<file path="config.mk">
export PLATFORM = sky130hd
export DESIGN_NAME = csa_operand_loader
export DESIGN_NICKNAME = d
export VERILOG_FILES = /design/src/rtl/csa_pkg.sv /design/src/rtl/csa_result_checker.sv /design/src/rtl/csa_operand_loader.sv
export SDC_FILE = /design/constraint.sdc
export NUM_CORES = 1
export LEC_CHECK = 0
export CORE_MARGIN = 1.5
export CORE_UTILIZATION = 42
export CTS_CLUSTER_SIZE = 40
export DETAILED_ROUTE_END_ITERATION = 10
export PLACE_DENSITY = 0.75
export SLEW_MARGIN = 25
export SYNTH_ARGS = -nofsm -noshare
export SYNTH_HDL_FRONTEND = slang
export SYNTH_SLANG_ARGS = --single-unit
</file>
<file path="constraint.sdc">
create_clock -name clk -period 1.55 [get_ports clk]
set_input_delay 0.31 -clock clk [delete_from_list [all_inputs] [get_ports clk]]
set_output_delay 0.31 -clock clk [all_outputs]
set_load 0.005 [all_outputs]
</file>
<file path="src/rtl/csa_pkg.sv">
// ============================================================================
// Module : csa_pkg
// Brief  : Shared widths and FSM state type for the CSA operand loader.
// Rev    : 1.0  initial release
// ============================================================================
`default_nettype none

package csa_pkg;

    localparam int CSA_DATA_W = 4;
    localparam int CSA_RES_W  = 6;

    typedef enum logic [1:0] {
        FILL = 2'd0,
        CALC = 2'd1,
        HOLD = 2'd2
    } csa_ld_state_t;

endpackage

`default_nettype wire

</file>
<file path="src/rtl/csa_result_checker.sv">
// ============================================================================
// Module : csa_result_checker
// Brief  : Reference a+b+c+d compared against the CSA result; sticky error.
// Rev    : 1.0  initial release
// ============================================================================
`default_nettype none

module csa_result_checker
    import csa_pkg::*;
#(
    parameter int DATA_W = CSA_DATA_W,
    parameter int RES_W  = CSA_RES_W
) (
    input  logic              clk,
    input  logic              rst_n,
    input  logic              i_en,
    input  logic [DATA_W-1:0] i_a,
    input  logic [DATA_W-1:0] i_b,
    input  logic [DATA_W-1:0] i_c,
    input  logic [DATA_W-1:0] i_d,
    input  logic [RES_W-1:0]  i_res,
    output logic              o_err
);

    logic [RES_W-1:0] w_ref;
    logic             r_err;

    assign w_ref = RES_W'(i_a) + RES_W'(i_b) + RES_W'(i_c) + RES_W'(i_d);

    always_ff @(posedge clk or negedge rst_n) begin
        if (!rst_n) begin
            r_err <= 1'b0;
        end else if (i_en && (i_res != w_ref)) begin
            r_err <= 1'b1;
        end
    end

    assign o_err = r_err;

endmodule

`default_nettype wire

</file>
<file path="src/rtl/csa_operand_loader.sv">
// ============================================================================
// Module : csa_operand_loader
// Brief  : Groups a serial operand stream into a,b,c,d for the 4-operand CSA
//          and returns its result over a valid/ready handshake.
//          Optional result checker enabled by CSA_LOADER_CHECK_EN.
// Rev    : 1.0  initial release
// ============================================================================
`default_nettype none

module csa_operand_loader
    import csa_pkg::*;
#(
    parameter int DATA_W = CSA_DATA_W,
    parameter int RES_W  = CSA_RES_W,
    parameter int CNT_W  = 8
) (
    input  logic              clk,
    input  logic              rst_n,
    input  logic              in_valid,
    output logic              in_ready,
    input  logic [DATA_W-1:0] in_data,
    input  logic              in_last,
    output logic [DATA_W-1:0] csa_a,
    output logic [DATA_W-1:0] csa_b,
    output logic [DATA_W-1:0] csa_c,
    output logic [DATA_W-1:0] csa_d,
    input  logic [RES_W-2:0]  csa_sum,
    input  logic              csa_cout,
    output logic              res_valid,
    input  logic              res_ready,
    output logic [RES_W-1:0]  res_data,
    output logic [2:0]        res_ops,
    output logic [CNT_W-1:0]  grp_cnt,
    output logic              chk_err
);

    csa_ld_state_t     r_state;
    csa_ld_state_t     w_next;
    logic [1:0]        r_cnt;
    logic [DATA_W-1:0] r_op [4];
    logic [RES_W-1:0]  r_res_data;
    logic [2:0]        r_res_ops;
    logic              r_res_valid;
    logic [CNT_W-1:0]  r_grp_cnt;
    logic              w_accept;
    logic              w_close;
    logic              w_handshake;

    assign w_accept    = (r_state == FILL) && in_valid;
    assign w_close     = w_accept && ((r_cnt == 2'd3) || in_last);
    assign w_handshake = (r_state == HOLD) && r_res_valid && res_ready;

    always_ff @(posedge clk or negedge rst_n) begin
        if (!rst_n) begin
            r_state <= FILL;
        end else begin
            r_state <= w_next;
        end
    end

    always_comb begin
        w_next   = r_state;
        in_ready = 1'b0;
        case (r_state)
            FILL: begin
                in_ready = 1'b1;
                if (w_close) begin
                    w_next = CALC;
                end
            end
            CALC: w_next = HOLD;
            HOLD: begin
                if (w_handshake) begin
                    w_next = FILL;
                end
            end
            default: w_next = FILL;
        endcase
    end

    // Slots above the closing beat are cleared so a short group sums to the
    // real operands only, regardless of what the slots held before.
    always_ff @(posedge clk or negedge rst_n) begin
        if (!rst_n) begin
            r_cnt       <= 2'd0;
            r_res_data  <= '0;
            r_res_ops   <= 3'd0;
            r_res_valid <= 1'b0;
            r_grp_cnt   <= '0;
            for (int i = 0; i < 4; i++) begin
                r_op[i] <= '0;
            end
        end else begin
            if (w_accept) begin
                r_cnt <= r_cnt + 2'd1;
                for (int i = 0; i < 4; i++) begin
                    if (2'(i) == r_cnt) begin
                        r_op[i] <= in_data;
                    end else if (w_close && (2'(i) > r_cnt)) begin
                        r_op[i] <= '0;
                    end
                end
                if (w_close) begin
                    r_res_ops <= {1'b0, r_cnt} + 3'd1;
                end
            end
            if (r_state == CALC) begin
                r_res_data  <= {csa_cout, csa_sum};
                r_res_valid <= 1'b1;
            end
            if (w_handshake) begin
                r_res_valid <= 1'b0;
                r_grp_cnt   <= r_grp_cnt + CNT_W'(1);
                r_cnt       <= 2'd0;
                for (int i = 0; i < 4; i++) begin
                    r_op[i] <= '0;
                end
            end
        end
    end

    assign csa_a     = r_op[0];
    assign csa_b     = r_op[1];
    assign csa_c     = r_op[2];
    assign csa_d     = r_op[3];
    assign res_valid = r_res_valid;
    assign res_data  = r_res_data;
    assign res_ops   = r_res_ops;
    assign grp_cnt   = r_grp_cnt;

`ifdef CSA_LOADER_CHECK_EN
    csa_result_checker #(
        .DATA_W (DATA_W),
        .RES_W  (RES_W)
    ) u_checker (
        .clk    (clk),
        .rst_n  (rst_n),
        .i_en   (r_state == CALC),
        .i_a    (r_op[0]),
        .i_b    (r_op[1]),
        .i_c    (r_op[2]),
        .i_d    (r_op[3]),
        .i_res  ({csa_cout, csa_sum}),
        .o_err  (chk_err)
    );
`else
    assign chk_err = 1'b0;
`endif

endmodule

`default_nettype wire

</file>
# Word-level counts from Yosys, hierarchy flattened
# Index checks and enable logic that the tools add are counted.
# op_classes
eq_ne,8
n_reduce_logical,23
mux,18
n_addsub,3
order_cmp,4
# op_table
op,n
$mux W16,2
$mux W4,8
$reduce_and A2 Y1,6
$reduce_bool A3 Y1,4
$add A8 B1 Y8 const B,1
$logic_and A1 B1 Y1,8
$mux W2,4
$pmux W2 S3,1
$eq A2 B2 Y1 const A,2
$eq A2 B2 Y1 const B,2
$gt A1 B2 Y1 const A,2
$gt A2 B2 Y1 const A,2
$logic_not A2 Y1,2
$ne A2 B2 Y1 const B,2
$reduce_bool A2 Y1,2
$add A2 B1 Y3 const B,1
$mux W1,3
$add A2 B1 Y2 const B,1
$eq A1 B2 Y1 const A,1
$eq A2 B1 Y1 const B,1
$logic_or A1 B1 Y1,1
# totals
register_bits,38
in_bits,15
out_inout_bits,36
wordCells,66

# Longest topological paths before layout
# depth
ltp_word,8
depth_mapped,5
mapped_depth_nobuf,5

# Worst setup path after synthesis
# OpenSTA, ideal clock, no wires.
# synth_timing
kind,register to register
from,register r_cnt[0]
to,"register r_res_ops[0], in the netlist res_ops[0]"
path_buffers,1
path_stages_with_launch,6
t_arrival_ns,1.391
period_less_slack_ns,1.518
setup_slack_ns,0.032
required_time_ns,1.423
path_cell_list,dfrtp_1 ha_1 clkbuf_1 nor2_1 nor2_4 mux2_1
# synth_between
elab_chain_len,4
word_cells_on_any_way,5
cone_classes,add/sub (1); eq/ne (1); reduce/logical (3)
# synth_lines
element,line_no,text
start: declaration,csa_operand_loader.sv:39,logic [1:0] r_cnt;
start signal: assignment,csa_operand_loader.sv:95,r_cnt <= r_cnt + 2'd1;
$eq A2 B2 Y1,csa_operand_loader.sv:50,assign w_close = w_accept && ((r_cnt == 2'd3) || in_last);
$logic_or A1 B1 Y1,csa_operand_loader.sv:50,
$logic_and A1 B1 Y1,csa_operand_loader.sv:50,
$reduce_and A2 Y1 (no source line),--,
end signal: assignment,csa_operand_loader.sv:104,"r_res_ops <= {1'b0, r_cnt} + 3'd1;"
end: declaration,csa_operand_loader.sv:42,logic [2:0] r_res_ops;
# Several ways; a longest one is shown, not always the timed one.
# A chain may end at the register's enable or synchronous reset.

# Worst setup path in the final report
# layout_timing
from,register r_state[0]
to,"register r_res_ops[0], in the netlist res_ops[0]"
# layout_between
elab_chain_len,4
# layout_lines
element,line_no,text
start: declaration,csa_operand_loader.sv:37,csa_ld_state_t r_state;
start signal: assignment,csa_operand_loader.sv:57,r_state <= w_next;
$logic_not A2 Y1 *,csa_operand_loader.sv:49,assign w_accept = (r_state == FILL) && in_valid;
$logic_and A1 B1 Y1 *,csa_operand_loader.sv:49,
$logic_and A1 B1 Y1,csa_operand_loader.sv:50,
$reduce_and A2 Y1 (no source line) *,--,
# Every way passes the cells marked *; elsewhere a longest branch is shown, timed or not.

==> qor.csv <==
stage,metric,value,unit
clock_tree,ctsLongestPathBuffers,2,
global_routing,grt_pass1_vias,1361,
placed_design,dp_hpwl,2730,um
critical_path,crit_path_top_delay_cell,or3b_4,
placed_design,placed_cell_area,2360,um^2
finish,drive_above_1_share,21.1,%
timing,period_minus_slack,1510,ps
job,max_cap_viol_count,0,
timing,final_max_slew_viol_count,0,
placed_design,portBuffers,49,
min_path,hold_class,primary input to async pin,
route,route.detailed.drc,0,
synth,syn_nets,184,
critical_path,end_kind,flip-flop,
synth,netlist_instances,164,
timing,timing.final.crit_share,97.2,%
clock_tree,root_buffer,clkbuf_8,
global_routing,grt_max_degree,39,
critical_path,required,1730,ps
route,viasPerCell,5.09,
die,io_pins,51,
die,die_w,67.7,um
synth,yosys.area.top_type,dfrtp_1,
timing,hold_viol,0,
die,rows,23,
critical_path,worst_ep_arrival_time,1680,ps
global_routing,grt_antenna_before_repair,0,
die,initial_utilization,43.9,%
die,dieHeight,67.7,um
finish,finalInstanceArea,2580,um^2
clock_tree,insertion_delay,290,ps
finish,stdcell_count,287,
critical_path,crit_chain,buf_4 -> or3b_4 -> nor2_4 -> mux2_4,
synth,synth_area_leaders,"dfrtp_1 (54%), nand3_1 (4.8%), nand2_1 (4.7%)",
critical_path,start_kind,flip-flop,
clock_tree,cts.htree.levels,2,
run_status,outcome,finished clean,
timing,skew,4.72,ps
global_routing,grt-ovfl-total,0,
finish,multi_input_area,762,um^2
placed_design,dp_cells,267,
die,die-area,4580,um^2
critical_path,rrSetupSlack,40,ps
clock_tree,cts_buffers,5,
placed_design,routabilityCongestion,0.773,
synth,synth_area_per_cell,10.7,um^2
clock_tree,clkSlewWorstSetupHoldPaths,70,ps
finish,final_nets,256,
critical_path,critPathKind,flip-flop to flip-flop,
power,p_per_area,1870,nW/um^2
die,coreArea,4000,um^2
route,ant_nets,0,
critical_path,slowest_delay,420,ps
synth,synth-seq-cells,38,
critical_path,crit_fanout,3,
global_routing,grtUsageTotal,18.4,%
finish,n_fill_cell,330,
finish,sequential_cell_area,951,um^2
timing,setup_viol,0,
route,drtIter0Drc,79,
clock_tree,cts_tree,built,
synth,netlist.area_leader.share,54.1,%
power,total_leakage_power,1.16,nW
route,wirelength,3890,um
finish,area_growth,47.0,%
route,drt-wirelength-per-cell,13.5,um
timing,max_freq,664,MHz
power,ir_drop,824,uV
timing,fin_tns_setup,0,ps
synth,synthesis.area,1760,um^2
finish,diodes,0,
synth,yosys.cell_types.count,33,
timing,rsz0062_at_grt,false,
route,vias,1461,
synth,synth_warnings,0,
clock_tree,clock_sinks,38,
route,drt_first_pass_iters,4,
global_routing,grt_pass1_wl,6130,um
synth,synth_seq_area_share,54.1,%
==> synthesized netlist by cell type <==
master,number
dfrtp_1,38
nand2_1,22
nand3_1,17
a31oi_1,8
nand3b_1,8
o21ai_0,8
a21oi_1,7
mux2_2,6
buf_2,5
ha_1,5
xnor2_1,5
nor2_1,4
inv_1,3
nand4_1,3
xor2_1,3
buf_6,2
mux2_1,2
nor2b_1,2
nor3_1,2
a21o_1,1
a22o_1,1
and2_1,1
and3_1,1
and4b_1,1
buf_4,1
clkbuf_1,1
conb_1,1
nand4b_2,1
nor2_4,1
nor3b_2,1
o21ai_1,1
o21bai_1,1
or3b_4,1
==> critical path: cells and delay by family, from the launching register on <==
kind	cells	cell delay, ps
and+or+nand+nor	2	550
buffers and inverters	1	150
DFF	1	380
muxes	1	310
==> cell type report <==
cell class                      count  area share, %
Tap cell                           50           2.42
Timing Repair Buffer               74           26.6
Clock buffer                        5           2.66
Multi-Input combinational cell    114           29.5
Sequential cell                    38           36.8
Clock inverter                      3           1.55
Inverter                            3          0.436
==> routing by layer <==
| layer | part of all wire [%] | up-vias | routed length [um] | global-route usage (%) |
|---|---|---|---|---|
| met4 | 1.7 | 0 | 66 | 8.42 |
| li1 | - | 713 | - | - |
| met5 | 0 | - | 0 | 0 |
| met1 | 45 | 708 | 1740 | 22.7 |
| met3 | 3.5 | 7 | 137 | 5.00 |
| met2 | 50 | 33 | 1940 | 29.9 |
==> cell usage in the layout, fill, tap and decap left out, drive strengths merged, types with 3 or more instances in the layout <==
cell type	instances
clkdlybuf4s50	47
dfrtp	38
buf	26
nand2	22
nand3	17
o21ai	9
nand3b	8
a31oi	8
mux2	8
a21oi	7
xnor2	5
clkbuf	5
ha	5
nor2	5
inv	3
nand4	3
xor2	3
==> registers in the layout, summed over array words and instances, names as in the netlist <==
register	flops
grp_cnt	8
res_data	6
csa_a	4
csa_b	4
csa_c	4
csa_d	4
res_ops	3
r_cnt	2
r_state	2
res_valid	1
==> repair_timing <==
action | 4_1_cts | 5_1_grt
gates resized for setup | 1 | 11
setup buffers | 7 | 5
pin swaps | 0 | 1
cloned | 0 | 0
endpoints found under the setup margin | 6 | 17
hold buffers | 0 | 0
==> logic make-up after synthesis <==
kind of cell	synth area share [%]
muxes	5.12
buffers and inverters	3.99
DFF	54.1
other	0.213
AOI/OAI and AO/OA	8.75
and+or+nand+nor	20.3
xor gates and xnor gates	3.99
adders and majority gates	3.56
==> path summary, 6_finish.rpt <==
path                                           end                    from  depth (start not counted)
max in group asynchronous  res_data[5]$_DFFE_PN0P_                   rst_n                          2
hold / removal              grp_cnt[7]$_DFFE_PN0P_                   rst_n                          2
min in group clk            grp_cnt[7]$_DFFE_PN0P_  grp_cnt[7]$_DFFE_PN0P_                          1
setup reg to reg            res_ops[0]$_DFFE_PN0P_  r_state[0]$_DFFE_PN0P_                          4
hold reg to reg             grp_cnt[7]$_DFFE_PN0P_  grp_cnt[7]$_DFFE_PN0P_                          1
setup / recovery            res_ops[0]$_DFFE_PN0P_  r_state[0]$_DFFE_PN0P_                          4
==> report_power, final <==
group / switching (mW) / internal (mW)
Sequential: 0.255 / 1.41
Combinational: 0.915 / 1.42
Clock: 0.352 / 0.473
==> stage by stage <==
| step | hold WS (ps) | setup slack (ps) | total power, mW | utilization [%] |
|---|---|---|---|---|
| after detailed placement | 380 | -236 | 3.83 | 58.9 |
| after global placement | 388 | -232 | 3.76 | 58.9 |
| after floorplan | 14.4 | 31.8 | 2.68 | - |
| final | 55.3 | 43.5 | 4.82 | 64.6 |
| after CTS | 65.8 | 14.6 | 4.72 | 62.9 |
| after global routing | 94.9 | 0.308 | 5.17 | 64.6 |
No activity file was read; power rests on OpenSTA's default activity.
